<file path="src/rtl/fir_frame_collector_pkg.sv">
// Shared constants and output-register state encoding for the FIR frame collector.
package fir_frame_collector_pkg;

    localparam int DATA_W      = 16;
    localparam int FRAME_LEN   = 16;
    localparam int STREAM_LEN  = 1024;
    localparam int FRAME_CNT   = STREAM_LEN / FRAME_LEN;
    localparam int FRAME_CNT_W = $clog2(FRAME_CNT);
    localparam int FILL_W      = $clog2(FRAME_LEN);

    // Output register occupancy: EMPTY has nothing to offer, FULL presents a frame.
    typedef enum logic {
        EMPTY = 1'b0,
        FULL  = 1'b1
    } out_state_t;

endpackage

</file>
<file path="src/rtl/fir_frame_collector_counter.sv">
// Modulo-MOD up counter with enable and synchronous clear; wrap flags the
// enabled cycle in which the count rolls back to zero.
module frame_counter
    import fir_frame_collector_pkg::*;
#(
    parameter int W   = FILL_W,
    parameter int MOD = FRAME_LEN
) (
    input  logic         clk,
    input  logic         rst,
    input  logic         clear,
    input  logic         en,
    output logic [W-1:0] count,
    output logic         wrap
);

    assign wrap = en && (count == W'(MOD - 1));

    // Count enabled cycles, returning to zero after MOD of them or on clear.
    always_ff @(posedge clk or posedge rst) begin
        if (rst) begin
            count <= '0;
        end else if (clear) begin
            count <= '0;
        end else if (en) begin
            count <= wrap ? '0 : count + 1'b1;
        end
    end

endmodule

</file>
<file path="src/rtl/fir_frame_collector.sv">
// Packs the FIR sample stream into fixed-length frames and offers each frame
// on a valid/ready handshake. A separate fill buffer keeps collecting while
// the output register waits, so one frame of slack exists before a drop.
module fir_frame_collector
    import fir_frame_collector_pkg::*;
#(
    parameter int DATA_W     = fir_frame_collector_pkg::DATA_W,
    parameter int FRAME_LEN  = fir_frame_collector_pkg::FRAME_LEN,
    parameter int STREAM_LEN = fir_frame_collector_pkg::STREAM_LEN
) (
    input  logic                                                 clk,
    input  logic                                                 rst,
    input  logic signed [DATA_W-1:0]                             fir_d,
    input  logic                                                 fir_valid,
    input  logic                                                 clear,
    input  logic                                                 frame_ready,
    output logic                                                 frame_valid,
    output logic        [FRAME_LEN*DATA_W-1:0]                   frame_data,
    output logic        [$clog2(STREAM_LEN/FRAME_LEN)-1:0]       frame_idx,
    output logic                                                 frame_last,
    output logic                                                 overflow
);

    localparam int FRAME_CNT   = STREAM_LEN / FRAME_LEN;
    localparam int FRAME_CNT_W = $clog2(FRAME_CNT);
    localparam int FILL_W      = $clog2(FRAME_LEN);

    logic        [FILL_W-1:0]           fill_cnt;
    logic                               fill_wrap;
    logic        [FRAME_CNT_W-1:0]      frame_cnt;
    logic                               frame_cnt_wrap;
    logic signed [DATA_W-1:0]           fill_buf [FRAME_LEN];
    logic        [FRAME_LEN*DATA_W-1:0] done_frame;
    out_state_t                         state;

    // Slot pointer into the fill buffer; wraps exactly when a frame completes.
    frame_counter #(
        .W   (FILL_W),
        .MOD (FRAME_LEN)
    ) u_fill_cnt (
        .clk   (clk),
        .rst   (rst),
        .clear (clear),
        .en    (fir_valid),
        .count (fill_cnt),
        .wrap  (fill_wrap)
    );

    // Position of the next completed frame within the stream; advances on
    // every completion, including dropped ones, so indices stay aligned.
    frame_counter #(
        .W   (FRAME_CNT_W),
        .MOD (FRAME_CNT)
    ) u_frame_cnt (
        .clk   (clk),
        .rst   (rst),
        .clear (clear),
        .en    (fill_wrap),
        .count (frame_cnt),
        .wrap  (frame_cnt_wrap)
    );

    // Fill buffer: pure data storage, each accepted sample lands in its slot.
    always_ff @(posedge clk) begin
        if (fir_valid) begin
            fill_buf[fill_cnt] <= fir_d;
        end
    end

    // Completed frame as seen at the edge of the final sample: the last slot
    // comes straight from the input since it is not yet in the fill buffer.
    always_comb begin
        done_frame = '0;
        for (int k = 0; k < FRAME_LEN - 1; k++) begin
            done_frame[k*DATA_W +: DATA_W] = fill_buf[k];
        end
        done_frame[(FRAME_LEN-1)*DATA_W +: DATA_W] = fir_d;
    end

    // Output register: loads completed frames, holds them until handshake,
    // and drops a completion that arrives while a frame is still unaccepted.
    always_ff @(posedge clk or posedge rst) begin
        if (rst) begin
            state      <= EMPTY;
            frame_data <= '0;
            frame_idx  <= '0;
            frame_last <= 1'b0;
            overflow   <= 1'b0;
        end else if (clear) begin
            state      <= EMPTY;
            frame_data <= '0;
            frame_idx  <= '0;
            frame_last <= 1'b0;
            overflow   <= 1'b0;
        end else begin
            case (state)
                EMPTY: begin
                    if (fill_wrap) begin
                        state      <= FULL;
                        frame_data <= done_frame;
                        frame_idx  <= frame_cnt;
                        frame_last <= frame_cnt_wrap;
                    end
                end
                FULL: begin
                    if (fill_wrap && frame_ready) begin
                        frame_data <= done_frame;
                        frame_idx  <= frame_cnt;
                        frame_last <= frame_cnt_wrap;
                    end else if (fill_wrap) begin
                        overflow <= 1'b1;
                    end else if (frame_ready) begin
                        state      <= EMPTY;
                        frame_last <= 1'b0;
                    end
                end
                default: begin
                    state <= EMPTY;
                end
            endcase
        end
    end

    assign frame_valid = (state == FULL);

endmodule

</file>
<file path="config.mk">
export PLATFORM = sky130hd
export DESIGN_NAME = fir_frame_collector
export DESIGN_NICKNAME = d
export VERILOG_FILES = /design/src/rtl/fir_frame_collector_pkg.sv /design/src/rtl/fir_frame_collector_counter.sv /design/src/rtl/fir_frame_collector.sv
export SDC_FILE = /design/constraint.sdc
export NUM_CORES = 1
export LEC_CHECK = 0
export CAP_MARGIN = 10
export CORE_MARGIN = 5
export CORE_UTILIZATION = 66
export CTS_BUF_LIST = sky130_fd_sc_hd__clkbuf_4
export DETAILED_ROUTE_END_ITERATION = 10
export DONT_BUFFER_PORTS = 1
export PLACE_DENSITY = 0.82
export SETUP_SLACK_MARGIN = 0.02
export SYNTH_ARGS = -nofsm -noshare
export SYNTH_HDL_FRONTEND = slang
export SYNTH_SLANG_ARGS = --single-unit
export TNS_END_PERCENT = 50
</file>
<file path="constraint.sdc">
create_clock -name clk -period 10.3 [get_ports clk]
set_input_delay 2.06 -clock clk [delete_from_list [all_inputs] [get_ports clk]]
set_output_delay 2.06 -clock clk [all_outputs]
set_load 0.03 [all_outputs]
</file>
==> flow_metrics.py <==
metrics = {
    "detailed_routing": {
        "routedWlPerCell_um": 24.69,
        "drc": 0,
        "drt_first_iter_violations": 1597,
        "routed_wl_um": 49930,
        "detail-route-antenna-nets": 0,
        "dr_total_vias": 13220,
        "detail_route.vias_per_cell": 6.536,
        "drtPass1Iterations": 6,
    },
    "layout": {
        "fillers": 1874,
        "ratio_of_cells_with_drive_above_1_in_the_final_layout_pct": 14.30,
        "layout.cells.non_filler": 2022,
        "syn2layout_area_growth_pct": 8.766,
        "num-nets-final": 1556,
        "final_area_um2": 20880,
    },
    "critical_path": {
        "critPathRequiredTime_ns": 10.92,
        "reg2reg_slack_ns": 7.08,
        "count_of_cells_along_the_worst_register_to_register_path": 5,
        "worst-path-stages": 4,
        "cp-end-kind": "flop",
        "worstPathMaxFanout": 212,
        "worst-setup-path-type": "in -> reg",
        "critical_path.max_stage_delay_ns": 0.66,
        "timing.critical_path.max_delay_family": "simple AND/OR/NAND/NOR gates",
        "reg2reg_from": "u_fill_cnt.count[0]",
        "crit_slowest_cell": "nand4_4",
        "critPathArrivalTime_ns": 4.37,
        "path_cells": "nand4_4, buf_12, or3_1, a221oi_2",
        "cp_num_buf_inv": 1,
        "cp-start-kind": "input port",
        "worstReg2RegEnd": "u_frame_cnt.count[3]",
    },
    "pwr": {
        "comb_power_share_pct": 0.9,
        "p_leak_nw": 7.810,
        "swShare_pct": 21.32,
        "power_density_nw_per_um2": 185.5,
        "sum_of_internal_switching_and_leakage_power_mw": 3.874,
        "internal_power_mw": 3.048,
        "switching_power_mw": 0.8257,
        "share_seq_of_total_power_pct": 56.0,
        "vdd_drop_max_uv": 136.1,
        "share_clk_of_total_power_pct": 43.2,
    },
    "logic_synthesis": {
        "synth-async-reset-ratio_pct": 53.40,
        "synth_top_area_cell": "edfxtp_1",
        "postSynthRegisterBits": 515,
        "top_flip_flop_cell_by_instance_count_after_synthesis": "dfrtp_1",
        "avgSynthCellArea_um2": 12.49,
        "netlist.area_leader.share_pct": 37.54,
        "synth.yosys.warnings": 0,
        "netlist_instances": 1537,
        "ys_top_cells_by_area": "edfxtp_1, dfrtp_1, a21oi_1",
        "synth.yosys.seq_area_share_pct": 73.39,
        "synth.cell_area_um2": 19200,
        "cell_variety_after_synth": 31,
        "synth-edff-count": 240,
        "postSynthNetCount": 1563,
    },
    "clocking": {
        "cts-resized-gates": 0,
        "cts_hold_buffers": 0,
        "cts.repair_timing.setup_buffer_count": 0,
        "cts_num_sinks": 515,
        "cts.path.max_buffers": 3,
        "tritoncts_buffer_count": 121,
        "worst_skew_pair.late_latency_ns": 0.79,
        "clk_root_buffer_cell": "clkbuf_4",
        "cts_max_level": 3,
        "cts_tree": "yes",
        "worst_setup_hold_path_clk_slew_ns": 0.07,
    },
    "placement": {
        "routabilityCongestion": 0.7721,
        "placedInstanceArea_um2": 19240,
        "placedCellCount": 1791,
        "placement.io_buffers": 0,
        "hpwlAfterDp_um": 26030,
    },
    "timing": {
        "fin_tns_setup_ns": 0,
        "tightest_slew_ns": 1.490,
        "timing_max_transition_violations_final": 0,
        "setup_violating_endpoint_count_in_the_final_report": 0,
        "timing.fmax_ghz": 0.2661,
        "clock-skew-final_ns": 0.07553,
        "worst_slew_slack_as_a_fraction_of_its_limit_pct": 0.6534,
        "post-route-period-util_pct": 36.49,
        "crit_path_time_final_ns": 3.758,
        "fin_worst_hold_slack_ns": 0.4546,
        "timing_hold_violations_final": 0,
        "grt_setup_unrepaired": "no",
    },
    "die": {
        "std_cell_rows": 62,
        "die-width_um": 180.5,
        "die_height_um": 180.5,
        "io_pins": 286,
        "initial_standard_cell_utilization_of_the_core_pct": 66.88,
        "core_area_um2": 28700,
        "design.die.area_um2": 32600,
    },
    "global_routing": {
        "maximum_number_of_pins_on_one_net_before_global_route_repair": 277,
        "gr-total-overflow": 0,
        "grt_pass1_vias": 13010,
        "initial_antenna_violation_count": 2,
        "global_route.usage.total_pct": 30.08,
        "grt_first_pass_wirelength_um": 76850,
    },
    "run": {
        "max-cap-violations": 0,
    },
    "run_status": {
        "outcome": "finished clean",
    },
    "worst_hold_path": {
        "hold-path-cell-count": 2,
        "worstHoldEndpoint": "frame_data[55]",
        "hold_path.class": "reg -> reg",
        "hold_start": "fill_buf[3][7]",
    },
}
synth_stat cells, types with 3 or more instances:
library cell	n
or3_1	3
dfrtp_1	275
buf_2	53
o21ai_0	207
inv_1	9
edfxtp_1	240
buf_1	4
nand3_1	267
nor3_1	6
ha_1	5
clkbuf_1	81
nor2_1	16
nand2_1	11
buf_4	10
a21oi_1	271
o21ai_1	58
nand2b_1	3
layout make-up:
type,instances,area [um^2],share of cell area (%)
inverter,9,41.29,0.1977
clock buffer,193,1449,6.939
timing repair buffer,22,202.7,0.9708
tap,384,480.5,2.301
multi-input combinational,861,4424,21.19
antenna,2,5.005,0.02397
clock inverter,36,188.9,0.9048
sequential,515,14090,67.47
tightest hold or removal path: stages, from the launching register on:
cell and delay, ns:
edfxtp_1 0.36, nand3_1 0.07, a21oi_1 0.05
logic make-up after synthesis:
family / Yosys count / synth area share (%)
AOI/OAI and AO/OA: 543 / 14.32
DFF: 515 / 73.39
and+or+nand+nor: 311 / 8.062
buffers and inverters: 161 / 3.806
adders and majority gates: 5 / 0.3259
xor gates and xnor gates: 1 / 0.04563
muxes: 1 / 0.05214
cells in the final DEF (no fill, tap or decap), types with 2 or more instances in the layout:
cell type / instances
o21ai_1: 58
clkinv_1: 27
edfxtp_1: 240
o211ai_1: 2
buf_12: 3
nor2_1: 16
nor3_1: 2
inv_6: 3
buf_4: 19
nand2_1: 11
diode_2: 2
nor3_2: 4
ha_1: 5
or3_1: 3
a21oi_1: 271
nand2b_1: 2
nand3_1: 267
clkinv_2: 3
o21ai_0: 207
clkbuf_4: 193
dfrtp_1: 275
inv_1: 8
flip-flops by register name, summed over array words and instances (netlist names):
name,cells
overflow,1
frame_idx,6
fill_buf,240
frame_valid,1
u_fill_cnt.count,4
frame_last,1
frame_data,256
u_frame_cnt.count,6
power groups by stage:
stage / sequential [mW] / clock (mW) / combinational (mW)
after global placement: 2.21 / 0 / 0.0343
after CTS: 2.17 / 1.70 / 0.0353
after detailed placement: 2.21 / 0 / 0.0352
final: 2.17 / 1.67 / 0.0338
after global routing: 2.17 / 1.83 / 0.0396
after floorplan: 2.21 / 0 / 0.0376
metrics by stage:
stage                     utilization [%]  worst slack [ns]
after floorplan                         -            0.6596
after global placement              67.02             6.144
after detailed placement            67.02             6.058
after CTS                           72.73             6.831
after global routing                72.75             6.620
final                               72.75             6.542
per-layer routing:
metal,vias up,share of wire [%],GRT usage [%],routed length (um)
met5,-,0,0,0
met4,0,2.8,10.10,1396
met3,113,13,12.05,6457
met2,815,48,46.34,24170
met1,6599,36,39.81,17910
li1,5689,-,-,-
worst max path at each step:
stage                   startpoint              endpoint  slack [ns]
finish                   fir_valid  u_frame_cnt.count[3]        6.54
global route             fir_valid  u_frame_cnt.count[3]        6.62
CTS                 frame_data[76]        frame_data[76]        6.83
detailed placement     frame_ready       frame_data[142]        6.06
global placement         fir_valid  u_frame_cnt.count[3]        6.14
floorplan                      rst         frame_data[0]        0.66
Note: power is estimated with default switching activity, not from simulation.
